==> config.mk <==
export PLATFORM = sky130hd
export DESIGN_NAME = seg_display_arbiter
export DESIGN_NICKNAME = d
export VERILOG_FILES = /design/src/rtl/seg_arb_pkg.sv /design/src/rtl/rr_arbiter_onehot.sv /design/src/rtl/seg_display_arbiter.sv
export SDC_FILE = /design/constraint.sdc
export NUM_CORES = 1
export LEC_CHECK = 0
export CAP_MARGIN = 10
export CORE_MARGIN = 1.5
export CORE_UTILIZATION = 48
export CTS_CLUSTER_SIZE = 30
export DETAILED_ROUTE_END_ITERATION = 12
export PLACE_DENSITY = 0.85
export SETUP_SLACK_MARGIN = 0.3
export SLEW_MARGIN = 25
export SYNTH_ARGS = -nofsm -noshare
export SYNTH_HDL_FRONTEND = slang
export SYNTH_SLANG_ARGS = --single-unit
==> constraint.sdc <==
create_clock -name clk -period 7 [get_ports clk]
set_clock_uncertainty 0.2 [all_clocks]
set_input_delay 1.4 -clock clk [delete_from_list [all_inputs] [get_ports clk]]
set_output_delay 1.4 -clock clk [all_outputs]
set_load 0.01 [all_outputs]
==> src/rtl/seg_arb_pkg.sv <==
// Shared constants and types for the seven-segment display arbiter.
package seg_arb_pkg;

  localparam int WORD_W  = 32;
  localparam int DWELL_W = 8;

  typedef enum logic [1:0] {
    ST_IDLE = 2'd0,
    ST_SHOW = 2'd1,
    ST_GAP  = 2'd2
  } arb_state_t;

  // A requested dwell of zero still shows the message for one tick.
  function automatic logic [DWELL_W-1:0] fix_dwell(input logic [DWELL_W-1:0] d);
    return (d == '0) ? DWELL_W'(1) : d;
  endfunction

endpackage

==> src/rtl/rr_arbiter_onehot.sv <==
// Combinational round-robin picker: first asserted request at or after ptr,
// scanning upward with wrap. Produces a one-hot grant and its encoded index.
module rr_arbiter_onehot #(
  parameter int NREQ  = 4,
  parameter int IDX_W = (NREQ > 1) ? $clog2(NREQ) : 1
) (
  input  logic [NREQ-1:0]  req,
  input  logic [IDX_W-1:0] ptr,
  output logic [NREQ-1:0]  grant,
  output logic [IDX_W-1:0] grant_idx,
  output logic             grant_valid
);

  logic [IDX_W:0] cand;

  // Walk the requesters starting at ptr and keep only the first hit.
  always_comb begin
    grant       = '0;
    grant_idx   = '0;
    grant_valid = 1'b0;
    cand        = '0;
    for (int i = 0; i < NREQ; i++) begin
      cand = {1'b0, ptr} + (IDX_W+1)'(i);
      if (cand >= (IDX_W+1)'(NREQ)) begin
        cand = cand - (IDX_W+1)'(NREQ);
      end
      if (!grant_valid && req[cand[IDX_W-1:0]]) begin
        grant_valid               = 1'b1;
        grant_idx                 = cand[IDX_W-1:0];
        grant[cand[IDX_W-1:0]]    = 1'b1;
      end
    end
  end

endmodule

==> src/rtl/seg_display_arbiter.sv <==
// Time-shares the 8-digit seven-segment decoder between NREQ message sources
// and a background word. Each accepted message is shown for dwell*TICK_DIV
// cycles, followed by GAP_CYCLES blank cycles, then the background returns.
// Optional build macro SEG_ARB_BLINK_EN: blink the display during the last
// two ticks of every message as an end-of-message warning.
module seg_display_arbiter
  import seg_arb_pkg::*;
#(
  parameter int NREQ       = 4,
  parameter int TICK_DIV   = 25000000,
  parameter int GAP_CYCLES = 4
) (
  input  logic                 clk,
  input  logic                 rst_n,
  input  logic [WORD_W-1:0]    bg_value,
  input  logic                 bg_on,
  input  logic [NREQ-1:0]      req_valid,
  input  logic [WORD_W*NREQ-1:0] req_value,
  input  logic [DWELL_W*NREQ-1:0] req_dwell,
  output logic [NREQ-1:0]      req_ready,
  output logic [WORD_W-1:0]    disp_value,
  output logic                 disp_on,
  output logic                 busy,
  output logic [2:0]           cur_owner
);

  localparam int IDX_W = (NREQ > 1) ? $clog2(NREQ) : 1;
  localparam int PRE_W = $clog2(TICK_DIV);
  localparam int GAP_W = (GAP_CYCLES > 1) ? $clog2(GAP_CYCLES) : 1;

  arb_state_t         state;
  logic [IDX_W-1:0]   rr_ptr;
  logic [PRE_W-1:0]   prescaler;
  logic [DWELL_W-1:0] remaining;
  logic [WORD_W-1:0]  word_q;
  logic [GAP_W-1:0]   gap_cnt;

  logic [NREQ-1:0]    grant;
  logic [IDX_W-1:0]   grant_idx;
  logic               grant_valid;
  logic [WORD_W-1:0]  sel_value;
  logic [DWELL_W-1:0] sel_dwell;
  logic [IDX_W-1:0]   next_ptr;
  logic               pre_wrap;
  logic               show_on;

  rr_arbiter_onehot #(
    .NREQ  (NREQ),
    .IDX_W (IDX_W)
  ) u_rr (
    .req         (req_valid),
    .ptr         (rr_ptr),
    .grant       (grant),
    .grant_idx   (grant_idx),
    .grant_valid (grant_valid)
  );

  // Pick the winning requester's message word and dwell out of the flat buses.
  always_comb begin
    sel_value = '0;
    sel_dwell = '0;
    for (int i = 0; i < NREQ; i++) begin
      if (grant_idx == IDX_W'(i)) begin
        sel_value = req_value[WORD_W*i +: WORD_W];
        sel_dwell = req_dwell[DWELL_W*i +: DWELL_W];
      end
    end
  end

  assign next_ptr = (grant_idx == IDX_W'(NREQ-1)) ? '0 : grant_idx + 1'b1;
  assign pre_wrap = (prescaler == PRE_W'(TICK_DIV-1));

`ifdef SEG_ARB_BLINK_EN
  assign show_on = (remaining <= DWELL_W'(2)) ? (prescaler < PRE_W'(TICK_DIV/2)) : 1'b1;
`else
  assign show_on = 1'b1;
`endif

  // Main sequencer: accept in IDLE, count ticks in SHOW, blank in GAP.
  always_ff @(posedge clk or negedge rst_n) begin
    if (!rst_n) begin
      state     <= ST_IDLE;
      rr_ptr    <= '0;
      prescaler <= '0;
      remaining <= '0;
      word_q    <= '0;
      gap_cnt   <= '0;
      cur_owner <= '0;
    end else begin
      case (state)
        ST_IDLE: begin
          if (grant_valid) begin
            word_q    <= sel_value;
            remaining <= fix_dwell(sel_dwell);
            cur_owner <= 3'(grant_idx);
            rr_ptr    <= next_ptr;
            prescaler <= '0;
            state     <= ST_SHOW;
          end
        end
        ST_SHOW: begin
          if (pre_wrap) begin
            prescaler <= '0;
            remaining <= remaining - 1'b1;
            if (remaining == DWELL_W'(1)) begin
              if (GAP_CYCLES > 0) begin
                gap_cnt <= '0;
                state   <= ST_GAP;
              end else begin
                cur_owner <= '0;
                state     <= ST_IDLE;
              end
            end
          end else begin
            prescaler <= prescaler + 1'b1;
          end
        end
        ST_GAP: begin
          if (gap_cnt == GAP_W'(GAP_CYCLES-1)) begin
            cur_owner <= '0;
            state     <= ST_IDLE;
          end else begin
            gap_cnt <= gap_cnt + 1'b1;
          end
        end
        default: begin
          state <= ST_IDLE;
        end
      endcase
    end
  end

  // Decoder drive: background while idle, latched word otherwise.
  always_comb begin
    disp_value = bg_value;
    disp_on    = bg_on;
    req_ready  = '0;
    busy       = 1'b0;
    case (state)
      ST_IDLE: begin
        req_ready = grant & {NREQ{rst_n}};
      end
      ST_SHOW: begin
        disp_value = word_q;
        disp_on    = show_on;
        busy       = 1'b1;
      end
      ST_GAP: begin
        disp_value = word_q;
        disp_on    = 1'b0;
        busy       = 1'b1;
      end
      default: begin
        disp_value = bg_value;
      end
    endcase
  end

endmodule

* After elaboration in Yosys (flattened, before gate mapping)
Cells that the tools add are included.
Widths: inputs -> output; s select.
** Word-level totals
- Output and inout bits :: 41
- Word-level logic and storage cells :: 134
- Flip-flop bits (word level) :: 74
- Input bits :: 199
** Cells by class
- Mux-type cells :: 64
- Bitwise operators :: 4
- Reduce and logical (&&, ||, !) cells :: 23
- Order comparisons :: 12
- $add $sub $neg :: 11
- Eq/ne operators :: 13
** Operator list (count)
- $mux 32 :: 5
- $mux 8 :: 7
- $mux 25 :: 2
- $pmux 25 s2 :: 1
- $mux 2 :: 16
- $add 25x1->25 const B :: 1
- $eq 25x25->1 const B :: 1
- $mux 4 :: 5
- $pmux 8 s2 :: 1
- $mux 1 :: 13
- $lt 2x3->1 const B :: 4
- $or 4x4->4 :: 3
- $ne 2x2->1 const B :: 5
- $ge 3x3->1 const B :: 3
- $bmux 1 s2 :: 4
- $demux 1 s2 :: 4
- $eq 2x2->1 const B :: 4
- $eq 8x1->1 const B :: 1
- $ge 2x1->1 const B :: 4
- $logic_not 8->1 :: 1
- $reduce_and 4->1 :: 2
- $sub 2x1->2 const B :: 4
- $sub 8x1->8 const B :: 1
- $logic_and 1x1->1 :: 7
- other kinds (17) :: 28

* Logic depth before layout (Yosys ltp)
- Word-level depth :: 23
- Depth in mapped cells :: 17
- Gate-level depth less buffers :: 13

* Hierarchy
From an unflattened synthesis, not the netlist that was laid out.
** Unflattened totals
- Cell total of the unflattened synthesis :: 700
- Area total of the unflattened synthesis :: 5829.3 um^2
** Modules (own cells, without submodules)
- seg_display_arbiter :: times used 1, area an instance 5410.2 um^2, cells each 655
- rr_arbiter_onehot :: times used 1, area an instance 419.2 um^2, cells each 45

* Worst setup path before layout
Ideal clock, no wire load.
- Path kind :: input -> output
- Start :: input req_valid[2]
- End :: output req_ready[0]
- Data required time :: 5.400 ns
- Arrival time :: 2.904 ns
- Setup slack :: 2.496 ns
- Stages :: 6
- Cells stage by stage :: clkbuf_1 or3b_2 a211o_1 a21oi_1 o21ai_0 a21oi_1
** Between the ends
- Longest elaborated chain between the ends :: 14
- Elaborated cells on any way between the ends :: 26
- Those cells by class :: mux (16); bitwise (4); reduce/logical (6)
** RTL lines
- from (decl) :: RTL line seg_display_arbiter.sv:17 : input logic [NREQ-1:0] req_valid,
- $bmux 1 s2 :: RTL line rr_arbiter_onehot.sv:27 : if (!grant_valid && req[cand[IDX_W-1:0]]) begin
- $mux 1 (implied by the code) :: RTL line rr_arbiter_onehot.sv:27
- $mux 1 :: RTL line rr_arbiter_onehot.sv:27
- $logic_not 1->1 :: RTL line rr_arbiter_onehot.sv:27
- $logic_and 1x1->1 :: RTL line rr_arbiter_onehot.sv:27
- $mux 1 :: RTL line rr_arbiter_onehot.sv:27
- $logic_not 1->1 :: RTL line rr_arbiter_onehot.sv:27
- $logic_and 1x1->1 :: RTL line rr_arbiter_onehot.sv:27
- $mux 1 :: RTL line rr_arbiter_onehot.sv:27
- $logic_not 1->1 :: RTL line rr_arbiter_onehot.sv:27
- $logic_and 1x1->1 :: RTL line rr_arbiter_onehot.sv:27
- $mux 4 (*) :: RTL line rr_arbiter_onehot.sv:27
- $and 4x4->4 (*) :: RTL line seg_display_arbiter.sv:141 : req_ready = grant & {NREQ{rst_n}};
- $mux 4 (*) :: RTL line seg_display_arbiter.sv:139 : case (state)
- to (decl) :: RTL line seg_display_arbiter.sv:20 : output logic [NREQ-1:0] req_ready,
Every way passes the cells marked *; elsewhere a longest branch is shown, timed or not. The select of a mux whose other input is x is not followed.

* Worst setup path in the final report
- Start :: input req_valid[2]
- End :: output req_ready[1]
Same word-level chain as after synthesis.

==> impl_results.md <==
- Status: complete, no violations
- Design Area, Final: 8670 µm²
- Placement-stage cell area: 8380 µm²
- Fin nets: 1131
- Core area: 12100 µm²
- Final period util: 0.797
- Slew HR: 0.353
- Ranking of synthesized cells by area: dfrtp_1 (31%), nor2b_1 (8.0%), mux2_2 (7.5%)
- Final setup fails: 0
- Filler-free cell count of the finished design: 1086
- Post-route antenna net violation count: 0
- Starting density of the core: 0.496
- Clock-pin slew of the registers on the worst-case setup and hold paths: 50 ps
- Clk buf depth: 2
- Setup crit start kind: input pin
- Final worst setup slack: 1420 ps
- Post-CTS Setup Inserts: 0
- Worst VDD drop: 0.244 mV
- Row count: 40
- Async SR Flop Fraction: 1.00
- Worst Reg-to-Reg Cells: 12
- Register area share after synthesis: 0.306
- Crit Path Category: in2out
- Routed len/inst: 18.3 µm
- Yosys reg bits: 73
- EDFF count, synth: 0
- Worst Hold Class: reg2reg
- Post-synthesis cell area: 5980 µm²
- Share of layout cells above drive strength 1: 0.0893
- RSZ-0062 raised after global routing: false
- Later-pin clock latency in the skew report: 340 ps
- Grt met2 use: 0.539
- P&R area growth vs syn: 44.9%
- Area fraction of the dominant cell type after synthesis: 0.306
- Crit. End Element: primary output
- WP data arrival: 3980 ps
- Die Wd: 115 µm
- PortBufs: 238
- Worst endpoint required time: 5400 ps
- Placed Cells: 1070
- TritonCTS Buffers: 9
- Cts repair resizes: 0
- Synth unique cells: 66
- Global Route Usage Sum: 0.305
- Setup WS pre-CTS: 1460 ps
- Cell taking the most area after synthesis: dfrtp_1
- CTS tree: done
- Synth Instances: 716
- Post-DP HPWL: 14900 µm
- Final min period: 5580 ps
- Synth Net Count: 934
- Htree depth: 3
- Pwr/cell area: 416 nW/µm²
- Die ar.: 13100 µm²
- Pre-antenna DRT Iters: 6
- Multi-input gate area: 3860 µm²
- Largest net degree at the start of global routing: 75
- Avg Vias per Cell: 5.92
- Hold depth: 2
- Avg Cell Area, Syn: 8.35 µm²
- Drt drc: 0
- F_max: 0.179 GHz
- Ports: 240
- Critical Path Fanout Max: 11
- Clk sinks: 73
- Register area: 1830 µm²
- Antenna cells: 0
- YS warnings: 0
- Grt total ovfl: 0
- Top FF cell, synth: dfrtp_1
- CTS hold repair buffers: 0
- # fillers: 876
- Final core occ: 0.718
- Die height: 115 µm
- GR Util met1: 0.354
- Final WL: 19900 µm
- Initial antenna violation count: 0
- Final hold violation count: 0
- DRT iter0 DRCs: 491
- Vias: 6432
- Final slew viol count: 0
- Setup TNS Final: 0 ps
- Max-cap viol count: 0
- Clock root buffer: clkbuf_16
- Layer with the highest usage: met2
- First-pass GRT wire length: 31600 µm
- Leakage: 3.43 nW
- Worst-Margin Slew: 971 ps
- Met3 usage: 0.0699
- Vias in the first global route: 6368
- Placer Congestion: 0.927
path summary, 6_finish.rpt:
kind / startpoint / to / slack, ps
min in group asynchronous: rst_n / state[0] / 850
max reg2reg: rr_ptr[0] / word_q[4] / 2070
min: word_q[4] / word_q[4] / 280
max in group asynchronous: rst_n / word_q[26] / 5220
max: req_valid[2] / req_ready[1] / 1420
min reg2reg: word_q[4] / word_q[4] / 280
state kept, by name, indices dropped and copies added (netlist names):
| register | flops |
|---|---|
| gap_cnt | 2 |
| cur_owner | 2 |
| state | 2 |
| word_q | 32 |
| rr_ptr | 2 |
| prescaler | 25 |
| remaining | 8 |
per-stage QoR:
step           hold slack (ps)  total power [mW]
2_1_floorplan              244              2.42
3_3_place_gp               258              3.07
3_5_place_dp               275              3.16
4_1_cts                    287              3.60
5_1_grt                    312              3.92
6_report                   285              3.61
final cells by class:
type | instances | area share
clock inverter | 3 | 0.00173
sequential | 73 | 0.211
timing repair buffer | 244 | 0.280
tap | 168 | 0.0243
clock buffer | 13 | 0.0300
inverter | 18 | 0.00780
multi-input combinational | 567 | 0.445
cells in the final DEF, fill, tap and decap left out, types with 4 or more instances in the layout:
| cell | n |
|---|---|
| clkdlybuf4s50_1 | 237 |
| nor2b_1 | 76 |
| dfrtp_1 | 73 |
| o21ai_0 | 62 |
| nand2_1 | 59 |
| a21oi_1 | 55 |
| nor3_1 | 43 |
| mux2_2 | 40 |
| a221oi_1 | 37 |
| nor2_1 | 21 |
| inv_1 | 18 |
| ha_1 | 16 |
| nand4_1 | 14 |
| nand3_1 | 13 |
| xor2_1 | 10 |
| clkbuf_16 | 9 |
| mux2i_1 | 8 |
| nand3b_1 | 6 |
| and3_1 | 6 |
| a22o_1 | 6 |
| buf_4 | 6 |
| nand2b_1 | 5 |
| o22ai_1 | 5 |
| and2_1 | 5 |
| o31ai_1 | 5 |
| a211oi_1 | 4 |
| nor3b_1 | 4 |
| o32ai_1 | 4 |
| a211o_1 | 4 |
| a221o_1 | 4 |
cells in the mapped netlist, types with 3 or more instances:
library cell and instances:
nor2b_1 76, dfrtp_1 73, o21ai_0 62, nand2_1 59, a21oi_1 55, clkbuf_1 47
nor3_1 44, mux2_2 40, a221oi_1 37, nor2_1 21, ha_1 19, inv_1 18
nand4_1 14, nand3_1 13, xor2_1 10, mux2i_1 8, a22o_1 6, and3_1 6
nand2b_1 6, nand3b_1 6, and2_1 5, buf_1 5, o22ai_1 5, o31ai_1 5
a211o_1 4, a211oi_1 4, a221o_1 4, nor3b_1 4, o32ai_1 4, nor4_1 3
nor4b_1 3, o21a_1 3
worst max-delay path, cell delays in order:
cell	delay, ps
clkdlybuf4s50_1	670
or3b_2	490
a211o_1	300
a21oi_1	240
o21ai_0	150
a21oi_1	170
clkdlybuf4s50_1	560
logic make-up (layout without fill, tap and decap cells):
family,after synthesis,count (layout),synth area share
compound gates,209,209,0.228
xor+xnor,10,10,0.0146
fa+ha+maj,19,19,0.0398
buf+inv,76,278,0.0527
flops,73,73,0.306
mux,50,50,0.0963
other cells,1,1,0.000627
simple gates,278,278,0.263
metal layers:
metal | wire, µm | share of wire | up-vias
li1 | - | - | 3038
met1 | 7610 | 0.38 | 3073
met2 | 10200 | 0.51 | 270
met3 | 1330 | 0.067 | 51
met4 | 781 | 0.039 | 0
met5 | 0 | 0 | -
where the power goes:
| group | internal (mW) | switching, mW | leakage, nW |
|---|---|---|---|
| Sequential | 0.562 | 0.122 | 0.946 |
| Combinational | 1.15 | 1.35 | 2.35 |
| Clock | 0.257 | 0.170 | 0.139 |
(Power assumes the default switching activity.)
